--- src/rtl/circular_right_shift_seq.sv ---
// circular_right_shift_seq
// Sequential right rotator: accepts a word and a shift amount, rotates the word
// right by one bit per clock, then presents the result until it is taken.
// Undoes left rotations performed elsewhere in the datapath.
//
//   state    | meaning
//   ---------+----------------------------------------------------------
//   ST_IDLE  | waiting for an input transfer; in_ready high
//   ST_SHIFT | rotating r_data right one bit per clock until r_count==0
//   ST_DONE  | result on o_out, out_valid high until downstream accepts
module circular_right_shift_seq #(
    parameter int WIDTH = 4,
    parameter int K_W   = 2
) (
    input  logic             clk,
    input  logic             rst_n,
    input  logic             i_in_valid,
    output logic             o_in_ready,
    input  logic [WIDTH-1:0] i_in,
    input  logic [K_W-1:0]   i_k,
    output logic             o_out_valid,
    input  logic             i_out_ready,
    output logic [WIDTH-1:0] o_out,
    output logic             o_busy
);

    // The shift counter must be able to express every rotation 0..WIDTH-1
    // and nothing more, otherwise the modulo-WIDTH wrap is lost.
    generate
        if ((2 ** K_W) != WIDTH) begin : g_bad_params
            $error("circular_right_shift_seq: 2**K_W must equal WIDTH");
        end
    endgenerate

    typedef enum logic [1:0] {
        ST_IDLE  = 2'd0,
        ST_SHIFT = 2'd1,
        ST_DONE  = 2'd2
    } state_t;

    state_t           r_state;
    state_t           w_next_state;
    logic [WIDTH-1:0] r_data;
    logic [WIDTH-1:0] r_out;
    logic [K_W-1:0]   r_count;
    logic             w_accept;
    logic             w_shift_end;

    assign w_accept    = i_in_valid && (r_state == ST_IDLE);
    assign w_shift_end = (r_state == ST_SHIFT) && (r_count == '0);

    // State register.
    always_ff @(posedge clk or negedge rst_n) begin
        if (!rst_n) begin
            r_state <= ST_IDLE;
        end else begin
            r_state <= w_next_state;
        end
    end

    // Next-state decode; outputs come straight from the registered state.
    always_comb begin
        w_next_state = r_state;
        case (r_state)
            ST_IDLE:  if (i_in_valid)  w_next_state = ST_SHIFT;
            ST_SHIFT: if (r_count == '0) w_next_state = ST_DONE;
            ST_DONE:  if (i_out_ready) w_next_state = ST_IDLE;
            default:  w_next_state = ST_IDLE;
        endcase
    end

    // Working word and remaining-rotation down-counter.
    always_ff @(posedge clk or negedge rst_n) begin
        if (!rst_n) begin
            r_data  <= '0;
            r_count <= '0;
        end else if (w_accept) begin
            r_data  <= i_in;
            r_count <= i_k;
        end else if ((r_state == ST_SHIFT) && (r_count != '0)) begin
            r_data  <= {r_data[0], r_data[WIDTH-1:1]};
            r_count <= r_count - K_W'(1);
        end
    end

    // Result register: loaded once on entry to DONE so o_out never shows
    // intermediate rotations and keeps its value through the following IDLE.
    always_ff @(posedge clk or negedge rst_n) begin
        if (!rst_n) begin
            r_out <= '0;
        end else if (w_shift_end) begin
            r_out <= r_data;
        end
    end

    assign o_in_ready  = (r_state == ST_IDLE);
    assign o_out_valid = (r_state == ST_DONE);
    assign o_busy      = (r_state == ST_SHIFT) || (r_state == ST_DONE);
    assign o_out       = r_out;

endmodule
--- config.mk ---
export PLATFORM = sky130hd
export DESIGN_NAME = circular_right_shift_seq
export DESIGN_NICKNAME = d
export VERILOG_FILES = /design/src/rtl/circular_right_shift_seq.sv
export SDC_FILE = /design/constraint.sdc
export NUM_CORES = 1
export LEC_CHECK = 0
export CAP_MARGIN = 40
export CORE_UTILIZATION = 30
export DETAILED_ROUTE_END_ITERATION = 8
export GPL_TIMING_DRIVEN = 0
export PLACE_DENSITY = 0.51
export SYNTH_ARGS = -nofsm -noshare
export SYNTH_HDL_FRONTEND = slang
export SYNTH_SLANG_ARGS = --single-unit
--- constraint.sdc ---
create_clock -name clk -period 5.2 [get_ports clk]
set_clock_uncertainty 0.15 [all_clocks]
set_input_delay 1.56 -clock clk [delete_from_list [all_inputs] [get_ports clk]]
set_output_delay 1.56 -clock clk [all_outputs]
set_load 0.02 [all_outputs]
Yosys cells after proc, flatten, opt, wreduce, memory -nomap -nowiden
Cells that the tools add are included.

Register bits after elaboration: 12. Logic and storage cells: 27.

Mux-type cells: 8. Reduce and logical (&&, ||, !) cells: 9. Equality and inequality tests: 5. Add/sub/neg operators: 1.

Operators with widths (count): $mux W2 (5); $mux W4 (2); $pmux W2 S3 (1); $logic_not A2 Y1 (2); $ne A2 B2 Y1 const B (2); $reduce_bool A2 Y1 (2); $logic_and A1 B1 Y1 (3); $reduce_and A3 Y1 (1); $eq A2 B1 Y1 const B (1); $eq A2 B2 Y1 const B (1); $ne A2 B1 Y1 const B (1); $sub A2 B1 Y2 const B (1); $logic_or A1 B1 Y1 (1).

Depth between registers and ports, before layout
Depth after elaboration: 4. Mapped depth: 6. Gate-level depth less buffers: 5.

Least setup slack after synthesis
No wires, ideal clock.

Path type: reg2out. Start point: register r_state[0]. End point: output port o_in_ready. Arrival time: 0.813 ns. Data required time: 3.490 ns. Cell stages (with the launch flop): 3. Path slack: 2.677 ns. Cell sequence: dfrtp_1 > inv_1 > ha_1.

Word-level cells in the longest chain between the ends: 1.

RTL lines: start: declaration (line 41) `state_t r_state;`; start signal: assignment (line 57) `r_state <= w_next_state;`; $logic_not A2 Y1 (line 96) `assign o_in_ready = (r_state == ST_IDLE);`; end: declaration (line 18) `output logic o_in_ready,`.

Every way passes these cells.

Worst setup path after layout
Ends and elaborated chain as after synthesis.

==> impl_metrics.toml <==
[status]
status = "finished clean"

[timing]
tightest_slew_ns = 0.5484
finalSetupTns_ns = 0
whs_ns = 0.3604
setup_violations = 0
hold_viol = 0
min_period_over_period_pct = 65.24
period_needed_ns = 3.393
fmax_ghz = 0.2948
rsz0062_at_grt = "no"
slew_headroom_pct = 63.33
drv_slew = 0

[place]
place.gp.congestion = 0.7051
hpwlAfterDp_um = 870.9
io_buffers = 16

[clock_network]
cts_setup_buffers = 0
cts-root-buf = "clkbuf_4"
clk_pin_slew_ns = 0.08
clockBufferDepth = 2
cts_made_buffers = 3
clk_latency_ns = 0.27
cts-resized-gates = 0
cts_tree = "yes"
htree_levels = 1
clock-sinks = 12
cts_hold_buffers = 0

[final_layout]
fillCellCount = 203
final_cell_mix = "clkdlybuf4s50_1, dfrtp_1, nand2_1, mux2_2"
area_delta_synth_final_pct = 35.73
drive_gt1_share_pct = 20.27
final_common_cell = "clkdlybuf4s50_1"
nNetsFinal = 91
diodes = 0

[worst_hold_path]
min_path_type = "reg -> reg"

[synth]
synth_cells = 54
yosysWarningCount = 0
synthMuxAreaShare_pct = 18.45
syn-cell-area_um2 = 644.4
synth_fp_nets = 70
synth-xor-area-share_pct = 1.359
synth_top_family_by_area = "multiplexers"
synth-simple-area-share_pct = 7.184
synth_fa_ha_area_share_pct = 11.65
synth_compound_area_share_pct = 8.738
post_synth_num_cell_types = 14
post_synth.cell_area_avg_um2 = 11.93
yosysSeqAreaShare_pct = 46.60
ys_ff_latch = 12

[route]
drtPass1Iterations = 4
dr.first_iter.drc_count = 3
drc_errors = 0
wl_um = 1104
vias = 441
antenna_left = 0
detail_route.wl_per_cell_um = 10.93
vias_per_cell = 4.366

[critical_path]
required_ns = 3.49
end_kind = "output port"
slowest_stage = "clkdlybuf4s50_1"
critical_path_class = "reg -> out"
cp_max_fo = 4
start_kind = "register"
slowest_delay_ns = 0.63
worstPathCellList = "inv_1 -> ha_1 -> clkdlybuf4s50_1"
worst-endpoint-arrival_ns = 1.68

[die]
die_area_um2 = 2337
ios = 17
core_um2 = 1982
die-height_um = 48.35
rows = 16
start_util_pct = 32.51
die_width_um = 48.35

[global_routing]
antenna_found_initial = 0
grt_max_degree = 13
grt.overflow.total = 0
grt_pass1_vias = 430
grt_util_all_layers_pct = 11.22
grt_pass1_wl_um = 1980

[pwr]
peakVddDrop_v = 0.0002809
internal_power_mw = 0.3436
p_switching_mw = 0.2017
sw_frac_of_total_pct = 36.98
p_leak_nw = 0.3888
seqPwrFrac_pct = 31.0
clockPowerShare_pct = 13.9
comb_power_share_pct = 55.1
powerDensity_nw_per_um2 = 623.5

[run]
max_cap_viol_count = 0
[layer usage]
metal / vias up / GRT usage, % / share of wire (%)
li1: 218 / - / -
met1: 207 / 14.99 / 48
met2: 14 / 16.43 / 46
met3: 2 / 2.201 / 5.0
met4: 0 / 7.353 / 0.82
met5: - / 0 / 0
[power groups by stage]
stage | Combinational (mW) | Clock [mW] | Sequential, mW
6_report | 0.300 | 0.0756 | 0.169
5_1_grt | 0.331 | 0.0821 | 0.178
4_1_cts | 0.305 | 0.0794 | 0.170
3_5_place_dp | 0.304 | 0 | 0.172
3_3_place_gp | 0.299 | 0 | 0.171
2_1_floorplan | 0.198 | 0 | 0.182
[final timing paths]
check	endpoint	slack (ns)	from	depth (start not counted)
max in group asynchronous	r_state[0]$_DFFE_PN0P_	3.05	rst_n	1
min	o_out[1]$_DFFE_PN0P_	0.36	o_out[1]$_DFFE_PN0P_	1
min in group asynchronous	o_out[0]$_DFFE_PN0P_	1.49	rst_n	1
min reg2reg	o_out[1]$_DFFE_PN0P_	0.36	o_out[1]$_DFFE_PN0P_	1
max reg2reg	r_state[1]$_DFFE_PN0P_	3.43	r_state[1]$_DFFE_PN0P_	6
max	o_in_ready	1.81	r_state[0]$_DFFE_PN0P_	3
[state kept, by name (all words and copies together) (netlist names)]
signal / flops
r_state: 2
r_data: 4
o_out: 4
r_count: 2
[kinds of logic (layout without fill, tap and decap cells)]
| family | after synthesis | count (layout) |
|---|---|---|
| AO/OA/AOI/OAI | 7 | 7 |
| XOR/XNOR | 1 | 1 |
| adder cells (fa/ha/maj) | 6 | 6 |
| buffers and inverters | 8 | 28 |
| flip-flops | 12 | 12 |
| multiplexers | 11 | 11 |
| AND/OR/NAND/NOR | 9 | 9 |
[worst max-delay path, delay by kind of cell, from the launching register on]
kind	cells	cell delay (ns)
buffers and inverters	2	0.75
flip-flops	1	0.42
adder cells (fa/ha/maj)	1	0.25
[per-stage QoR]
stage                     total power, mW  instance area, um2  util (%)  cells  worst slack [ns]
final                              0.5453               874.6     44.13    101             1.807
after CTS                          0.5549               874.6     44.13    101             1.783
after floorplan                    0.3804               644.4         -     54             2.677
after detailed placement           0.4767               838.3     42.30     97             2.097
after global placement             0.4695               838.3     42.30     97             2.120
after global routing               0.5911               874.6     44.13    101             1.730
[synthesized netlist by cell type, drive strengths merged]
master	n	share of area, %
o21ai	6	4.7
a221oi	1	4.1
buf	2	2.5
inv	6	3.5
and2	1	0.97
mux2	7	12
nand2	7	4.1
ha	6	12
xnor2	1	1.4
mux2i	4	6.2
nor2b	1	2.1
dfrtp	12	47
[area by class of cell]
type	count	area, um2	share of cell area [%]
plain buffers	2	16.27	1.860
clock buffers	4	36.28	4.149
inverters	6	22.52	2.575
multi-input cells	34	305.3	34.91
flip-flops and latches	12	300.3	34.33
well taps	27	33.78	3.863
repair buffers	16	160.2	18.31
Note: power is estimated with default switching activity, not from simulation.
